File: config.mk
export PLATFORM = sky130hd
export DESIGN_NAME = arf_frame_sequencer
export DESIGN_NICKNAME = d
export VERILOG_FILES = /design/src/rtl/arf_pkg.sv /design/src/rtl/arf_tap_bank.sv /design/src/rtl/arf_frame_sequencer.sv
export SDC_FILE = /design/constraint.sdc
export NUM_CORES = 1
export LEC_CHECK = 0
export ABC_AREA = 0
export CAP_MARGIN = 40
export CELL_PAD_IN_SITES_DETAIL_PLACEMENT = 1
export CELL_PAD_IN_SITES_GLOBAL_PLACEMENT = 2
export CORE_ASPECT_RATIO = 0.8
export CORE_UTILIZATION = 28
export DETAILED_ROUTE_END_ITERATION = 10
export GPL_TIMING_DRIVEN = 1
export PLACE_DENSITY_LB_ADDON = 0.1
export SLEW_MARGIN = 10
export SYNTH_ARGS = -nofsm -noshare
export SYNTH_HDL_FRONTEND = slang
export SYNTH_SLANG_ARGS = --single-unit
export TNS_END_PERCENT = 50
File: constraint.sdc
create_clock -name clk -period 6 [get_ports clk]
set_input_delay 0.9 -clock clk [delete_from_list [all_inputs] [get_ports clk]]
set_output_delay 0.9 -clock clk [all_outputs]
set_load 0.01 [all_outputs]
File: src/rtl/arf_pkg.sv
// Shared constants and types for the arf filter sequencer and its tap bank.
package arf_pkg;

    localparam int ARF_TAPS  = 8;
    localparam int SAMPLE_W  = 16;
    localparam int ACC_W     = 32;
    localparam int TAP_IDX_W = $clog2(ARF_TAPS);

    typedef enum logic [1:0] {
        FILL   = 2'd0,
        SETTLE = 2'd1,
        OUTPUT = 2'd2
    } arf_seq_state_t;

    typedef logic [ARF_TAPS-1:0][SAMPLE_W-1:0] arf_tap_vec_t;

endpackage

File: src/rtl/arf_tap_bank.sv
// Eight sample registers feeding the filter taps; one slot written per accepted sample.
module arf_tap_bank
    import arf_pkg::*;
(
    input  logic                 clk,
    input  logic                 clear,
    input  logic                 wr_en,
    input  logic [TAP_IDX_W-1:0] wr_idx,
    input  logic [SAMPLE_W-1:0]  wr_data,
    output arf_tap_vec_t         taps
);

    // Clear wins over a write so a reset mid-frame never leaves a stale slot behind.
    always_ff @(posedge clk) begin
        if (clear) begin
            taps <= '0;
        end else if (wr_en) begin
            taps[wr_idx] <= wr_data;
        end
    end

endmodule

File: src/rtl/arf_frame_sequencer.sv
// Collects eight samples into the filter taps, waits out the filter's multicycle
// settle window, then captures and presents the two results as the next recursive state.
module arf_frame_sequencer
    import arf_pkg::*;
#(
    parameter int          SETTLE_CYCLES = 2,
    parameter logic [31:0] STATE_INIT_A  = 32'd0,
    parameter logic [31:0] STATE_INIT_B  = 32'd0
) (
    input  logic        clk,
    input  logic        rst,
    input  logic        s_valid,
    output logic        s_ready,
    input  logic [15:0] s_data,
    input  logic        clear_state,
    output logic [15:0] tap_0,
    output logic [15:0] tap_1,
    output logic [15:0] tap_2,
    output logic [15:0] tap_3,
    output logic [15:0] tap_4,
    output logic [15:0] tap_5,
    output logic [15:0] tap_6,
    output logic [15:0] tap_7,
    output logic [31:0] state_a,
    output logic [31:0] state_b,
    input  logic [31:0] res_a_in,
    input  logic [31:0] res_b_in,
    output logic        m_valid,
    input  logic        m_ready,
    output logic [31:0] m_res_a,
    output logic [31:0] m_res_b,
    output logic [15:0] frames_done,
    output logic        busy
);

    localparam logic [1:0] ST_FILL   = FILL;
    localparam logic [1:0] ST_SETTLE = SETTLE;
    localparam logic [1:0] ST_OUTPUT = OUTPUT;

    // SETTLE_CYCLES is limited to 1..15, so the countdown fits in four bits.
    localparam logic [3:0] SETTLE_LOAD = 4'(SETTLE_CYCLES - 1);

    logic [1:0]           seq_state;
    logic [TAP_IDX_W-1:0] fill_cnt;
    logic [3:0]           settle_cnt;
    logic [15:0]          frames_q;
    logic                 accept;
    arf_tap_vec_t         taps;

    assign s_ready     = (seq_state == ST_FILL) && !rst;
    assign accept      = s_valid && s_ready;
    assign busy        = (seq_state != ST_FILL) || (fill_cnt != '0);
    assign frames_done = frames_q;

    arf_tap_bank u_tap_bank (
        .clk     (clk),
        .clear   (rst),
        .wr_en   (accept),
        .wr_idx  (fill_cnt),
        .wr_data (s_data),
        .taps    (taps)
    );

    assign tap_0 = taps[0];
    assign tap_1 = taps[1];
    assign tap_2 = taps[2];
    assign tap_3 = taps[3];
    assign tap_4 = taps[4];
    assign tap_5 = taps[5];
    assign tap_6 = taps[6];
    assign tap_7 = taps[7];

    // The taps and state words stay frozen outside FILL; that is what makes the
    // path through the filter to res_*_in a legal multicycle path.
    always_ff @(posedge clk) begin
        if (rst) begin
            seq_state  <= ST_FILL;
            fill_cnt   <= '0;
            settle_cnt <= '0;
            state_a    <= STATE_INIT_A;
            state_b    <= STATE_INIT_B;
            m_res_a    <= '0;
            m_res_b    <= '0;
            m_valid    <= 1'b0;
            frames_q   <= '0;
        end else begin
            case (seq_state)
                ST_FILL: begin
                    if (clear_state) begin
                        state_a <= STATE_INIT_A;
                        state_b <= STATE_INIT_B;
                    end
                    if (s_valid) begin
                        if (fill_cnt == TAP_IDX_W'(ARF_TAPS - 1)) begin
                            fill_cnt   <= '0;
                            settle_cnt <= SETTLE_LOAD;
                            seq_state  <= ST_SETTLE;
                        end else begin
                            fill_cnt <= fill_cnt + 1'b1;
                        end
                    end
                end
                ST_SETTLE: begin
                    if (settle_cnt == '0) begin
                        m_res_a   <= res_a_in;
                        m_res_b   <= res_b_in;
                        state_a   <= res_a_in;
                        state_b   <= res_b_in;
                        m_valid   <= 1'b1;
                        seq_state <= ST_OUTPUT;
                    end else begin
                        settle_cnt <= settle_cnt - 1'b1;
                    end
                end
                ST_OUTPUT: begin
                    if (m_ready) begin
                        m_valid   <= 1'b0;
                        frames_q  <= frames_q + 16'd1;
                        seq_state <= ST_FILL;
                    end
                end
                default: begin
                    seq_state <= ST_FILL;
                end
            endcase
        end
    end

endmodule

==> flow_metrics.tcl <==
set metrics [dict create \
    status "finished clean" \
    relSlewSlack_pct 30.44 \
    cp-start-kind "register" \
    synth_ff_type "dfxtp_1" \
    grt_max_degree 189 \
    async_flop_share_pct 0 \
    fmax_ghz 0.2919 \
    htree_levels 1 \
    hold_buffers 0 \
    crit_chain "inv_1 -> ha_1 -> or4b_2 -> clkdlybuf4s50_1" \
    rows 61 \
    r2r-end "u_tap_bank.taps[6]" \
    ioPinCount 360 \
    cts_tree "yes" \
    route.detailed.drc 0 \
    drive_above_1_share_pct 5.106 \
    critical_path_arrival_ns 2.53 \
    design.die.area_um2 36640 \
    dr.pass1.iters 4 \
    cp_data_required_time_ns 5.10 \
    slowest_delay_ns 0.59 \
    antenna_found_initial 0 \
    r2r_start "seq_state[1]" \
    multi_input_area_um2 3970 \
    start_util_pct 28.67 \
    numCtsBuffers 30 \
    cts-root-buf "clkbuf_16" \
    min_period_ns 3.426 \
    drt-total-wl_mm 34.51 \
    cap_violations 0 \
    grt_pass1_wl_mm 51.09 \
    drtIter0Drc 323 \
    n_fill_cell 3923 \
    cp_slowest_cell "or4b_2" \
    fin_crit_sh_pct 57.10 \
    criticalPathCategory "register to output pin" \
    post_cts_buffers 0 \
    synth_area_um2 10040 \
    skew_ns 0.007591 \
    fin_tns_setup_ns 0 \
    synth.avg_cell_area_um2 9.353 \
    hold_viol 0 \
    diodes 0 \
    postCtsResizedCells 0 \
    p_leak_nw 5.573 \
    yosysUniqueCellTypes 48 \
    worstRegToRegCells 5 \
    grt_pass1_vias 8415 \
    power.density_nw_per_um2 262.8 \
    yosys.area.top_type "dfxtp_1" \
    maxSlewViolCount 0 \
    vias_per_cell 4.512 \
    grt_overflow_total 0 \
    rsz0062_at_grt "no" \
    gp_congestion 0.7133 \
    grt_use_total_pct 18.14 \
    seqCellArea_um2 5645 \
    syn-num-nets 1165 \
    ys_ff_latch 282 \
    coreArea_um2 35030 \
    cts_max_path_buffers 3 \
    die_y_um 171.4 \
    clkSinkCount 282 \
    die_w_um 213.8 \
    finalSetupViolCount 0 \
    path_max_fanout 8 \
    place.port_buffers 359 \
    synth_edf_count 0 \
    r2r_slack_ns 3.48 \
    crit_path_end_kind "output pin" \
    wl_per_cell_um 18.34 \
    worstHoldPathType "register to register" \
    vias 8492 \
    fin_hold_ws_ns 0.4508 \
    clk_pin_slew_ns 0.06 \
    ir_worst_vdd_mv 0.1781 \
    clock_latency_ns 0.55 \
    fin_nets 1478 \
    antenna_left 0 \
    startpoint "fill_cnt[0]" \
    power.total_mw 3.930 \
    yosysWarnings 0 \
    worst_pin_slew_ns 1.043 \
    endpoint "busy" \
    synth_area_leaders "dfxtp_1 (56%), mux2i_1 (13%), nand2_1 (7.4%)" \
    hpwl_mm 23.54 \
    area_growth_pct 48.88 \
    ys_seq_area_share_pct 56.20 \
    synth_top_area_share_pct 56.20 \
    post_synth_inst_count 1074 \
]
## state kept, by name, indices dropped and copies added, names as in the netlist
| signal | count |
|---|---|
| m_valid | 1 |
| state_a | 32 |
| state_b | 32 |
| seq_state | 2 |
| settle_cnt | 4 |
| m_res_b | 32 |
| u_tap_bank.taps | 128 |
| frames_done | 16 |
| m_res_a | 32 |
| fill_cnt | 3 |
## kinds of logic after synthesis
family          after synthesis  synth area share (%)
mux                         131                 13.07
simple gates                401                 17.09
flops                       282                 56.20
fa+ha+maj                     6                0.7474
compound gates              147                 7.574
buf+inv                      96                 4.360
xor+xnor                     11                0.9591
## area by class of cell
| class | instances | area share, % |
|---|---|---|
| Multi-Input combinational cell | 696 | 26.55 |
| Clock inverter | 4 | 0.3012 |
| Clock buffer | 51 | 6.292 |
| Timing Repair Buffer | 369 | 24.96 |
| Inverter | 8 | 0.2008 |
| Tap cell | 472 | 3.949 |
| Sequential cell | 282 | 37.75 |
## metrics by stage
stage / cell area (um2) / util, % / instances / setup WS [ns]
global route: 14950 / 42.69 / 1882 / 2.442
global placement: 13900 / 39.67 / 1824 / 2.501
floorplan: 10040 / - / 1074 / 3.364
CTS: 14950 / 42.69 / 1882 / 2.520
detailed placement: 13970 / 39.87 / 1827 / 2.606
finish: 14950 / 42.69 / 1882 / 2.574
## worst min-delay path by stage
stage                        from       endpoint  cells after the start
finish                state_b[22]    state_b[22]                      2
detailed placement    m_res_b[20]    m_res_b[20]                      2
global placement       m_res_a[5]     m_res_a[5]                      2
floorplan           settle_cnt[1]  settle_cnt[1]                      2
global route          m_res_a[27]    m_res_a[27]                      2
CTS                   state_b[22]    state_b[22]                      2
## routing by layer
layer  share of wire [%]  up-vias  routed length [um]  GRT usage, %
met2                  45      208               15670         28.66
met3                 6.5       52                2242         5.185
met4                 2.7        0                 922         5.373
li1                    -     4175                   -             -
met5                   0        -                   0             0
met1                  45     4057               15680         23.89
## cell usage after synthesis, types with 2 or more instances
cell type and number:
a21oi_1 138, a31o_2 2, and3_1 2, and4_1 2, buf_2 5, buf_6 9, clkbuf_1 72, dfxtp_1 282
ha_1 6, inv_1 8, mux2i_1 130, nand2_1 199, nand2b_1 2, nand3_1 6, nand4_1 6, nand4b_1 2
nor2_1 152, nor2b_1 2, nor3_1 5, nor4_4 2, nor4b_1 2, or2_2 2, or3b_2 3, or4_4 2
xnor2_1 5, xor2_1 6
## critical path, delay by kind of cell (launching register included)
| kind | cells | cell delay, ns |
|---|---|---|
| buffers and inverters | 2 | 0.79 |
| and+or+nand+nor | 1 | 0.59 |
| DFF | 1 | 0.44 |
| adders and majority gates | 1 | 0.16 |
## where the power goes
| group | internal [mW] | switching [mW] |
|---|---|---|
| clock | 1.10 | 0.753 |
| combinational | 0.0882 | 0.0978 |
| sequential | 1.88 | 0.00878 |
| total | 3.07 | 0.860 |
## layout by cell type (no fill, tap or decap), drive strengths merged, types with 2 or more instances in the layout
cell and count:
clkbuf 52, clkdlybuf4s50 358, nand4 6, nand2b 2
inv 8, or2 2, xor2 6, nand3 6
and4 2, a21oi 138, or4b 2, a31o 2
nand4b 2, ha 6, clkinv 3, buf 10
nor4b 2, or3b 3, and3 2, xnor2 5
dfxtp 282, nor3 6, mux2i 130, or4 3
nor2b 2, nor4 3, nor2 152, nand2 199
Power figures use the tool's default switching activity.
==> RTL change (same flow settings) <==
Reset style: asynchronous (`rst`), changed in one clocked block.
--- a/src/rtl/arf_frame_sequencer.sv
+++ b/src/rtl/arf_frame_sequencer.sv
@@ -74,3 +74,3 @@
     // path through the filter to res_*_in a legal multicycle path.
-    always_ff @(posedge clk) begin
+    always_ff @(posedge clk or posedge rst) begin
         if (rst) begin
Behaviour: differs if rst is asserted again (counterexample within 4 cycles, from zero or initial values and one cycle with rst high); with rst held inactive, the same outputs for 4 cycles.
==> RTL change against the unedited design <==
Sequential cell count did not move; design area up 3.2%; via count increased by 3.3%; routed wire length up 7.0%; area after synthesis grew 4.3%; global-route usage increased by 1.1 points; maximum frequency is 1.8% lower; critical path depth unchanged; sequential share of layout area up 3.8 points; worst setup slack got worse by 0.061 ns.
Power is not compared: it rests on default switching activity, and its combinational part moved more than twofold at a synthesized area within 25%.
==> RTL change: results (changes against the unedited design) <==
Status:
- Result of the run: finished clean (unchanged).

Critical path:
- The largest stage delay on the critical path was 0.64 ns (was 0.59 ns).
- The minimum setup slack among reg-to-reg paths was 3.11 ns (was 3.48 ns).
- The capturing point of the worst reg2reg path is state_b[18]$_DFFE_PP0P_ (was u_tap_bank.taps[6]$_SDFFE_PP0P_).
- The maximum fanout encountered on the critical timing path is 10 (was 8).

Place:
- The final HPWL from detailed placement is 25,300 um (was 23,500 um).
- The pre-CTS setup slack is 2.81 ns (was 2.61 ns).

Cells and area:
- The layout buffer count excluding clock buffers is 375 (was 369).
- The number of fillers in the final layout came to 4,109 (was 3,923).
- The number of multi-input combinational cells in the layout is 705 (was 696).
- The area of all sequential standard cells was 0.00642 mm^2 (was 0.00565 mm^2).

Yosys:
- The count of cell types in the netlist was 37 (was 48).
- The synthesized-area fraction occupied by adder cells came to 0.00717 (was 0.00747).
- The synthesized netlist net count is 1,172 (was 1,165).
- Ranking of synthesized cells by area: sky130_fd_sc_hd__dfrtp_1 (37%), sky130_fd_sc_hd__dfxtp_1 (24%), sky130_fd_sc_hd__nand2_1 (14%), sky130_fd_sc_hd__a22o_1 (5.4%), sky130_fd_sc_hd__a21oi_1 (4.6%) (was sky130_fd_sc_hd__dfxtp_1 (56%), sky130_fd_sc_hd__mux2i_1 (13%), sky130_fd_sc_hd__nand2_1 (7.4%), sky130_fd_sc_hd__a21oi_1 (6.9%), sky130_fd_sc_hd__nor2_1 (5.7%)).
- The post-synthesis xor/xnor area fraction was 0.0134 (was 0.00959).
- The instance count of the mapped netlist is 1,081 (was 1,074).

STA:
- The tightest slew margin relative to the limit came to 0.459 (was 0.304).
- The worst setup skew after layout is 0.0221 ns (was 0.00759 ns).

Min path:
- The worst hold path startpoint is u_tap_bank.taps[39]$_SDFFE_PP0P_ (was state_b[22]$_SDFFE_PP0P_).
- The end of the worst hold path is u_tap_bank.taps[39]$_SDFFE_PP0P_ (was state_b[22]$_SDFFE_PP0P_).

Global route:
- The global-route usage over all layers is 0.192 (was 0.181).
- The number of global-route vias before repair is 9,006 (was 8,415).
- The pin count of the biggest net entering global routing is 77 (was 189).

Route:
- The total routed wirelength came to 36,900 um (was 34,500 um).
- The routed wirelength normalized by instance count is 19.4 um (was 18.3 um).
## RTL change: changes by cell type after synthesis, sizes merged, moves of 9 or more
cell / before / now
dfxtp: 282 / 128
clkbuf: 72 / 60
nand2: 199 / 394
xnor2: 5 / 14
mux2i: 130 / 32
nor2: 152 / 39
buf: 16 / 26
dfrtp: 0 / 154
a21oi: 138 / 97
a22o: 0 / 65
## RTL change: cells by family (layout without fill, tap and decap cells)
group                    after synthesis  in the layout
AND/OR/NAND/NOR                      478            478
flip-flops                           282            282
AO/OA/AOI/OAI                        171            171
buffers and inverters                 94            436
multiplexers                          34             34
XOR/XNOR                              16             16
adder cells (fa/ha/maj)                6              6
## RTL change: per-stage QoR
stage | util | area (um^2) | power (W) | hold slack, ns
after floorplan | - | 10500 | 0.00339 | 0.472
after global placement | 0.395 | 14400 | 0.00445 | 0.441
after detailed placement | 0.399 | 14500 | 0.00450 | 0.446
after CTS | 0.424 | 15400 | 0.00636 | 0.454
after global routing | 0.424 | 15400 | 0.00661 | 0.469
final | 0.424 | 15400 | 0.00623 | 0.453
## RTL change: routing by layer
metal	track usage	wire length [um]	vias to the layer above
met1	0.265	17100	4373
li1	-	-	4174
met3	0.0547	2460	34
met4	0.0312	509	0
met2	0.303	16900	194
met5	0	0	-
## RTL change: power groups by stage
stage | registers, W | clock network (W) | logic, W
3_3_place_gp | 0.00257 | 0 | 0.00189
6_report | 0.00255 | 0.00181 | 0.00188
5_1_grt | 0.00261 | 0.00195 | 0.00206
3_5_place_dp | 0.00258 | 0 | 0.00192
4_1_cts | 0.00255 | 0.00188 | 0.00193
2_1_floorplan | 0.00268 | 0 | 0.000703
